==> config.mk <==
export PLATFORM = sky130hd
export DESIGN_NAME = apple_spawner
export DESIGN_NICKNAME = d
export VERILOG_FILES = /design/src/rtl/snake_pkg.sv /design/src/rtl/lfsr8.sv /design/src/rtl/apple_spawner.sv
export SDC_FILE = /design/constraint.sdc
export NUM_CORES = 1
export LEC_CHECK = 0
export CAP_MARGIN = 20
export CORE_AREA = 2 2 202 204
export DETAILED_ROUTE_END_ITERATION = 12
export DIE_AREA = 0 0 204 206
export PLACE_DENSITY_LB_ADDON = 0.2
export SYNTH_ARGS = -nofsm -noshare
export SYNTH_HDL_FRONTEND = slang
export SYNTH_SLANG_ARGS = --single-unit
==> constraint.sdc <==
create_clock -name clk -period 4.3 [get_ports clk]
set_clock_uncertainty 0.15 [all_clocks]
set_input_delay 0.86 -clock clk [delete_from_list [all_inputs] [get_ports clk]]
set_output_delay 0.86 -clock clk [all_outputs]
set_load 0.005 [all_outputs]
==> src/rtl/snake_pkg.sv <==
// Shared snake-game types: board geometry, coordinate/pixel-map types and
// the apple spawner state encoding.
package snake_pkg;

    localparam int BOARD_DIM = 16;

    typedef logic [3:0]        coord_t;
    typedef logic [15:0][15:0] pixmap_t;   // indexed [x][y]

    typedef enum logic [1:0] {
        SEARCH,
        SCAN,
        PLACED,
        FULL
    } spawn_state_t;

    // Single-cell map with bit [x][y] set
    function automatic pixmap_t cell_onehot(input coord_t x, input coord_t y);
        pixmap_t m;
        m       = '0;
        m[x][y] = 1'b1;
        return m;
    endfunction

endpackage

==> src/rtl/lfsr8.sv <==
// 8-bit Fibonacci LFSR (taps 7,5,4,3), period 255. Holds while enable is low.
module lfsr8 (
    input  logic       clk,
    input  logic       reset,
    input  logic       enable,
    input  logic [7:0] seed,
    output logic [7:0] q
);

    // Load seed on reset (all-zero would lock up, so it maps to 1); step when enabled
    always_ff @(posedge clk) begin
        if (reset)
            q <= (seed == 8'h00) ? 8'h01 : seed;
        else if (enable)
            q <= {q[6:0], q[7] ^ q[5] ^ q[4] ^ q[3]};
    end

endmodule

==> src/rtl/apple_spawner.sv <==
// Apple spawner: places one apple on a free board cell using random LFSR
// candidates, falling back to a linear scan after MAX_TRIES misses, and
// flags boardFull when no free cell exists.
// Optional build macro: FIXED_FIRST_APPLE_EN -- the first search after reset
// tries (APPLE_X0, APPLE_Y0) before any random candidate.
module apple_spawner
    import snake_pkg::*;
#(
    parameter logic [7:0] SEED      = 8'hA5,
    parameter int         MAX_TRIES = 16,
    parameter coord_t     APPLE_X0  = 4'd12,
    parameter coord_t     APPLE_Y0  = 4'd8
) (
    input  logic    clk,
    input  logic    reset,
    input  logic    enable,
    input  logic    eaten,
    input  pixmap_t snakePixels,
    output pixmap_t RedPixels,
    output coord_t  appleX,
    output coord_t  appleY,
    output logic    appleValid,
    output logic    boardFull
);

    spawn_state_t state;
    logic [7:0]   lfsr;
    logic [7:0]   tries;
    logic [7:0]   scan_idx;
    logic [7:0]   scan_cnt;
    coord_t       cx, cy;
    logic         cand_free;
    logic         fixed_try;

    lfsr8 u_lfsr (
        .clk    (clk),
        .reset  (reset),
        .enable (enable),
        .seed   (SEED),
        .q      (lfsr)
    );

`ifdef FIXED_FIRST_APPLE_EN
    logic first;

    // Armed by reset; consumed by the first enabled SEARCH cycle whatever its outcome
    always_ff @(posedge clk) begin
        if (reset)
            first <= 1'b1;
        else if (enable && state == SEARCH)
            first <= 1'b0;
    end

    assign fixed_try = first;
`else
    assign fixed_try = 1'b0;
`endif

    // Candidate cell for this cycle: scan pointer, fixed first cell, or LFSR
    always_comb begin
        cx = lfsr[7:4];
        cy = lfsr[3:0];
        if (state == SCAN) begin
            cx = scan_idx[7:4];
            cy = scan_idx[3:0];
        end else if (fixed_try) begin
            cx = APPLE_X0;
            cy = APPLE_Y0;
        end
        cand_free = ~snakePixels[cx][cy];
    end

    // Spawner FSM with registered apple outputs
    always_ff @(posedge clk) begin
        if (reset) begin
            state      <= SEARCH;
            RedPixels  <= '0;
            appleX     <= '0;
            appleY     <= '0;
            appleValid <= 1'b0;
            boardFull  <= 1'b0;
            tries      <= '0;
            scan_idx   <= '0;
            scan_cnt   <= '0;
        end else if (enable) begin
            case (state)
                SEARCH: begin
                    if (cand_free) begin
                        appleX     <= cx;
                        appleY     <= cy;
                        RedPixels  <= cell_onehot(cx, cy);
                        appleValid <= 1'b1;
                        state      <= PLACED;
                    end else if (!fixed_try) begin
                        // the fixed first cell is a bonus probe, not a counted try
                        tries <= tries + 8'd1;
                        if (tries == 8'(MAX_TRIES - 1)) begin
                            scan_idx <= {cx, cy};
                            scan_cnt <= '0;
                            state    <= SCAN;
                        end
                    end
                end
                SCAN: begin
                    if (cand_free) begin
                        appleX     <= cx;
                        appleY     <= cy;
                        RedPixels  <= cell_onehot(cx, cy);
                        appleValid <= 1'b1;
                        state      <= PLACED;
                    end else if (scan_cnt == 8'hFF) begin
                        // every cell visited once and all occupied
                        boardFull <= 1'b1;
                        RedPixels <= '0;
                        state     <= FULL;
                    end else begin
                        scan_idx <= scan_idx + 8'd1;
                        scan_cnt <= scan_cnt + 8'd1;
                    end
                end
                PLACED: begin
                    if (eaten) begin
                        RedPixels  <= '0;
                        appleValid <= 1'b0;
                        tries      <= '0;
                        state      <= SEARCH;
                    end
                end
                FULL: begin
                    RedPixels <= '0;
                end
                default: state <= SEARCH;
            endcase
        end
    end

endmodule

After elaboration in Yosys (flattened, before gate mapping)
Cells that the tools add are included.
{ "op_classes": {"n_eq_ne": 14, "addsub": 3, "n_reduce_logical": 15, "n_mux": 37, "n_lt_le_gt_ge": 4, "bitwise_logic": 4} }
{ "ops": {"columns": ["cell", "count"], "rows": [
  ["256-bit two-way mux", 4],
  ["256-bit case mux with 4 select lines", 1],
  ["8-bit two-way mux", 10],
  ["16-bit binary-select mux with 4-bit select", 1],
  ["16-bit demux with 4-bit select", 1],
  ["8-bit case mux with 2 select lines", 3],
  ["16-bit two-way mux", 2],
  ["8-bit by 1-bit adder with 8-bit output (second input constant)", 3],
  ["4-bit AND reduction", 4],
  ["2-bit inequality test (second input constant)", 6],
  ["4-bit by 5-bit < comparator with 1-bit output (second input constant)", 2],
  ["2-bit two-way mux", 5],
  ["8-bit by 4-bit == test with 1-bit output (second input constant)", 1],
  ["8-bit == test (second input constant)", 1],
  ["4-bit by 1-bit greater-or-equal comparator with 1-bit output (second input constant)", 2],
  ["4-bit two-way mux", 2],
  ["2-bit case mux with 3 select lines", 1],
  ["6-bit AND reduction", 1],
  ["2-bit nonzero test", 3],
  ["5-bit AND reduction", 1],
  ["1-bit binary-select mux with 4-bit select", 1],
  ["1-bit demux with 4-bit select", 1],
  ["2-bit == test (second input constant)", 2],
  ["1-bit two-way mux", 4],
  ["12 further kinds", 15]
]} }
{ "totals": {"wordCells": 102, "regBits": 300, "output_inout_bits": 266, "in_bits": 260} }

Logic depth before layout (Yosys ltp)
{ "logic_depth": {"word_depth": 10, "ltp_mapped": 19, "ltp_nobuf": 11} }

Hierarchy
A second synthesis with hierarchy kept.
{ "unflattened": {"hier_cells": 1315, "hier_area_um2": 12848.6} }
{ "modules_own_cells": {"columns": ["mod", "instances", "seq_area_each_um2", "area_each_um2", "cells_per_inst"], "rows": [
  ["apple_spawner", 1, 5845.6, 12465.7, 1291],
  ["lfsr8", 1, 240.2, 382.9, 24]
]} }

Worst setup path before layout
OpenSTA, ideal clock, no wires.
{ "synth_path": {"path_type": "reg2reg", "from": "reg state[1]", "to": "reg RedPixels[197] (netlist name)", "arrival_ps": 3823, "path_stages_with_launch": 18, "path_buffers": 6, "synth_period_minus_slack_ps": 4033, "slack_ps": 267, "setup_time_ps": 60, "required_time_ps": 4090, "cell_sequence": "dfxtp_1 inv_1 ha_1 buf_2 or3b_1 buf_2 and2_1 buf_6 buf_6 o22ai_2 nor2_1 o2111a_1 o41a_1 or4_1 buf_6 buf_6 nor4_4 a22o_1"} }
{ "synth_between": {"elab_chain_cells": 10, "elab_cells_between_ends": 27, "classes_between": "4 x order compare; 6 x eq/ne; 13 x mux; 4 x reduce/logical"} }
{ "synth_rtl": {"columns": ["element", "line_no", "text"], "rows": [
  ["start: declaration", "apple_spawner.sv:26", "spawn_state_t state;"],
  ["start signal: assignment", "apple_spawner.sv:76", "state <= SEARCH;"],
  ["start signal: assignment", "apple_spawner.sv:93", "state <= PLACED;"],
  ["start signal: assignment", "apple_spawner.sv:100", "state <= SCAN;"],
  ["2-bit by 1-bit == test with 1-bit output", "apple_spawner.sv:63, apple_spawner.sv:86", null],
  ["4-bit two-way mux", "apple_spawner.sv:63", "if (state == SCAN) begin"],
  ["4-bit by 5-bit < comparator with 1-bit output (not written as such) / 4-bit by 1-bit greater-or-equal comparator with 1-bit output (equally long branches)", "snake_pkg.sv:21", "m[x][y] = 1'b1;"],
  ["1-bit logical AND (not written as such)", "snake_pkg.sv:21", null],
  ["1-bit two-way mux (not written as such)", "snake_pkg.sv:21", null],
  ["1-bit demux with 4-bit select", "snake_pkg.sv:21", null],
  ["16-bit two-way mux (not written as such)", "snake_pkg.sv:21", null],
  ["16-bit demux with 4-bit select", "snake_pkg.sv:21", null],
  ["256-bit two-way mux, on equally long branches", "apple_spawner.sv:105, apple_spawner.sv:88", null],
  ["256-bit case mux with 4 select lines", "apple_spawner.sv:86", "case (state)"],
  ["end signal: assignment", "apple_spawner.sv:91", "RedPixels <= cell_onehot(cx, cy);"],
  ["end signal: assignment", "apple_spawner.sv:108", "RedPixels <= cell_onehot(cx, cy);"],
  ["end: declaration", "apple_spawner.sv:19", "output pixmap_t RedPixels,"]
]} }
Parallel ways exist; a longest one is shown, timed or not. The select of a mux whose other input is x is not followed.
A chain may end at the register's enable or synchronous reset.

Final worst setup path
{ "layout_path": {"from": "reg state[1]", "to": "reg RedPixels[123] (netlist name)"} }
Same word-level chain as after synthesis.

==> PnR_summary.wiki <==
{| class="wikitable"
! Metric !! Value
|-
| DRC || 0
|-
| Layout Utilization || 0.5240
|-
| Top cells by area in the synthesized netlist || dfxtp_1 (45%), a22o_1 (10%), a32o_1 (8.5%)
|-
| Post-Synthesis Net Count || 1,638
|-
| Multiplexer share of the synthesized area || 0.01155
|-
| Pint || 5.654 mW
|-
| Number of instances in the synthesized netlist || 1,372
|-
| Area Growth Syn to Fin || 59.27%
|-
| Vertical die dimension || 206 um
|-
| Post-synthesis xor/xnor area fraction || 0.001988
|-
| Total chip power || 8.549 mW
|-
| Switching share of total power || 0.3386
|-
| TritonCTS buffer count || 30
|-
| Post-synthesis area per instance || 9.636 um2
|-
| Critical path arrival || 4560 ps
|-
| Fraction of final layout cells with drive strength greater than 1 || 0.1111
|-
| Fmax achieved || 0.2373 GHz
|-
| Pre-antenna DRT Iters || 5
|-
| Drt total wl || 62.51 mm
|-
| Pre-CTS WS || -122.5 ps
|-
| Max H-tree Level || 1
|-
| Leak pwr || 7.567 nW
|-
| Most used standard cells in the synthesized netlist || dfxtp_1 (300), a22o_1 (152), a32o_1 (112), nor2_1 (105), a21oi_1 (89)
|-
| Worst slack on hold paths || 316.3 ps
|-
| Global-route wire length before repair || 89.29 mm
|-
| Distinct cell type count after synthesis || 67
|-
| Synth Area in Adders || 0.005679
|-
| Number of synthesized flops with an enable pin || 0
|-
| Number of violations reported at the end of detailed-routing iteration 0 || 1,073
|-
| Highest-delay cell along the critical path || or4_4
|-
| Bufs and invs on worst path || 5
|-
| Core ar. || 40,180 um2
|-
| Slew at the pin with the worst max-slew slack || 1011 ps
|-
| Family of cells with the greatest summed delay on the critical path || simple AND/OR/NAND/NOR gates
|-
| Via count of the first global-routing pass || 13,830
|-
| Most repeated cell in the gate-level netlist after synthesis || dfxtp_1
|-
| Overall overflow remaining after global route || 0
|-
| Critical path peak fanout || 7
|-
| Final period util || 0.9802
|-
| Pins Over Slew Limit || 0
|-
| Critical Path Sink Type || flop
|-
| Number of vias per cell || 5.817
|-
| IO Pins || 526
|-
| Most used DFF post-synth || dfxtp_1
|-
| Data required time at the worst endpoint || 4650 ps
|-
| Final period demand of the worst path || 4215 ps
|-
| Net switching power || 2.895 mW
|-
| Peak per-stage delay on the critical path || 620 ps
|-
| Number of nets in the finished design || 2,179
|-
| Share of total power in sequential cells || 0.341
|-
| Largest family of logic cells by synthesized area || compound AO/OA/AOI/OAI gates
|-
| Placed Cells incl. Taps || 2,396
|-
| Die Outline Area || 42,020 um2
|-
| Clock root buffer || clkbuf_16
|-
| Cell area after synthesis || 13,220 um2
|-
| Placer Congestion || 1.017
|-
| Simple logic cell fraction of the synthesized area || 0.1041
|-
| Kind of start point of the critical path || flop
|-
| Worst max-slew margin expressed relative to the limit || 0.3236
|-
| Complex-gate fraction of the synthesized area || 0.3680
|-
| Largest net degree at the start of global routing || 55
|-
| Type of the worst setup path || flop to flop
|-
| Final-report hold violation count || 0
|-
| Placed wire-length estimate after detailed placement || 45.66 mm
|-
| Sequential area share after synthesis || 0.4543
|-
| Worst path cell trace || inv_2 > ha_4 > buf_4 > or3b_4 > and2_2 > o22ai_2 > nor2_1 > o2111a_1 > o41a_1 > or4_4 > buf_12 > nor3_4 > buf_6 > clkbuf_16 > a32o_1
|-
| Total power density per cell area || 406.0 nW/um2
|-
| Total of flip-flops plus latches after synthesis || 300
|-
| Longest Clk Path Bufs || 3
|-
| Combined global-route utilization of all metal layers || 0.2772
|-
| Port Buffers || 525
|-
| Antenna-violating nets left || 0
|-
| TritonCTS Sinks || 300
|-
| Largest area contributor in the netlist || dfxtp_1
|-
| Share of total power in the clock network || 0.320
|-
| DR vias || 14,369
|-
| Antenna violations before repair || 3
|-
| Site row count || 74
|-
| Source-to-sink clock delay at the later pin of the worst-skew pair || 560 ps
|-
| Final std cells w/o fill || 2,470
|-
| Maximum vdd drop || 261.8 uV
|-
| Die width || 204 um
|-
| Routed len/inst || 25.31 um
|-
| Proportion of register bits with asynchronous set or reset after synthesis || 0
|-
| Max_cap viols || 0
|-
| CTS tree || done
|-
| Count of warnings emitted by yosys || 0
|-
| Initial core utilization || 0.3290
|-
| Outcome || completed
|-
| Setup slack of the critical path after layout || 85.27 ps
|-
| Worst Hold Class || flop to flop
|-
| Setup-failing EPs final || 0
|-
| Post-CTS clock slew at the launch and capture registers of the worst setup and hold paths || 70 ps
|-
| Share of Yosys cell area claimed by the top area cell type || 0.4543
|-
| Logic pwr share || 0.339
|}
logic make-up after synthesis:
group,Yosys count
XOR/XNOR,3
AND/OR/NAND/NOR,266
buffers and inverters,157
flip-flops,300
multiplexers,15
adder cells (fa/ha/maj),6
AO/OA/AOI/OAI,625
power by group through the flow:
stage               clock network (mW)  registers, mW  logic (mW)
finish                            2.74           2.92        2.90
global route                      2.90           2.92        3.08
CTS                               2.80           2.91        2.71
detailed placement                   0           2.97        2.68
global placement                     0           2.97        2.64
floorplan                            0           2.95        1.42
placed cells by master (no fill, tap or decap), types with 33 or more instances in the layout:
cell,count
a21oi_1,83
clkdlybuf4s50_1,525
o22ai_1,54
nor2_1,104
a21o_1,82
buf_4,83
dfxtp_1,299
clkbuf_16,37
o21ai_0,33
nand2_1,40
a22o_1,152
a32o_1,112
cell type report:
class / instances / area, um2
Antenna cell: 3 / 7.507
Clock buffer: 45 / 948.4
Clock inverter: 9 / 106.4
Fill cell: 3642 / 19130
Inverter: 20 / 75.07
Multi-Input combinational cell: 917 / 6668
Sequential cell: 300 / 6007
Tap cell: 532 / 665.6
Timing Repair Buffer: 644 / 6579
timing repair:
action                     in CTS  in global routing
resized for setup               4                 26
setup endpoints to repair     217                256
pin swaps                       1                  6
setup buffers                   1                  4
gates cloned                    1                 10
hold buffers                    0                  0
per-layer routing:
metal	vias to the layer above	global-route usage	wire length, um
met5	-	0	0
met4	0	0.09213	2141
met3	131	0.06354	5246
met2	710	0.4455	28360
met1	7012	0.3672	26760
li1	6516	-	-
registers in the layout, indices dropped and copies added (netlist names):
name,count
RedPixels,256
scan_idx,8
appleY,4
appleValid,1
state,2
boardFull,1
tries,8
appleX,4
u_lfsr.q,8
scan_cnt,8
path summary, 6_finish.rpt:
check                                                  from                           to  slack (ps)  depth (start not counted)
worst max-delay path                  state[1]$_SDFFE_PP0P_  RedPixels[123]$_SDFFE_PP0P_          90                         15
worst min-delay path            RedPixels[127]$_SDFFE_PP0P_  RedPixels[127]$_SDFFE_PP0P_         320                          1
worst max register to register        state[1]$_SDFFE_PP0P_  RedPixels[123]$_SDFFE_PP0P_          90                         15
worst min register to register  RedPixels[127]$_SDFFE_PP0P_  RedPixels[127]$_SDFFE_PP0P_         320                          1
through the flow:
stage	cell area [um2]	TNS (ps)
finish	21060	0
global route	21060	-629.9
CTS	20720	0
detailed placement	19610	-5249
global placement	19610	-3296
floorplan	13220	0
No activity file was read; power rests on OpenSTA's default activity.
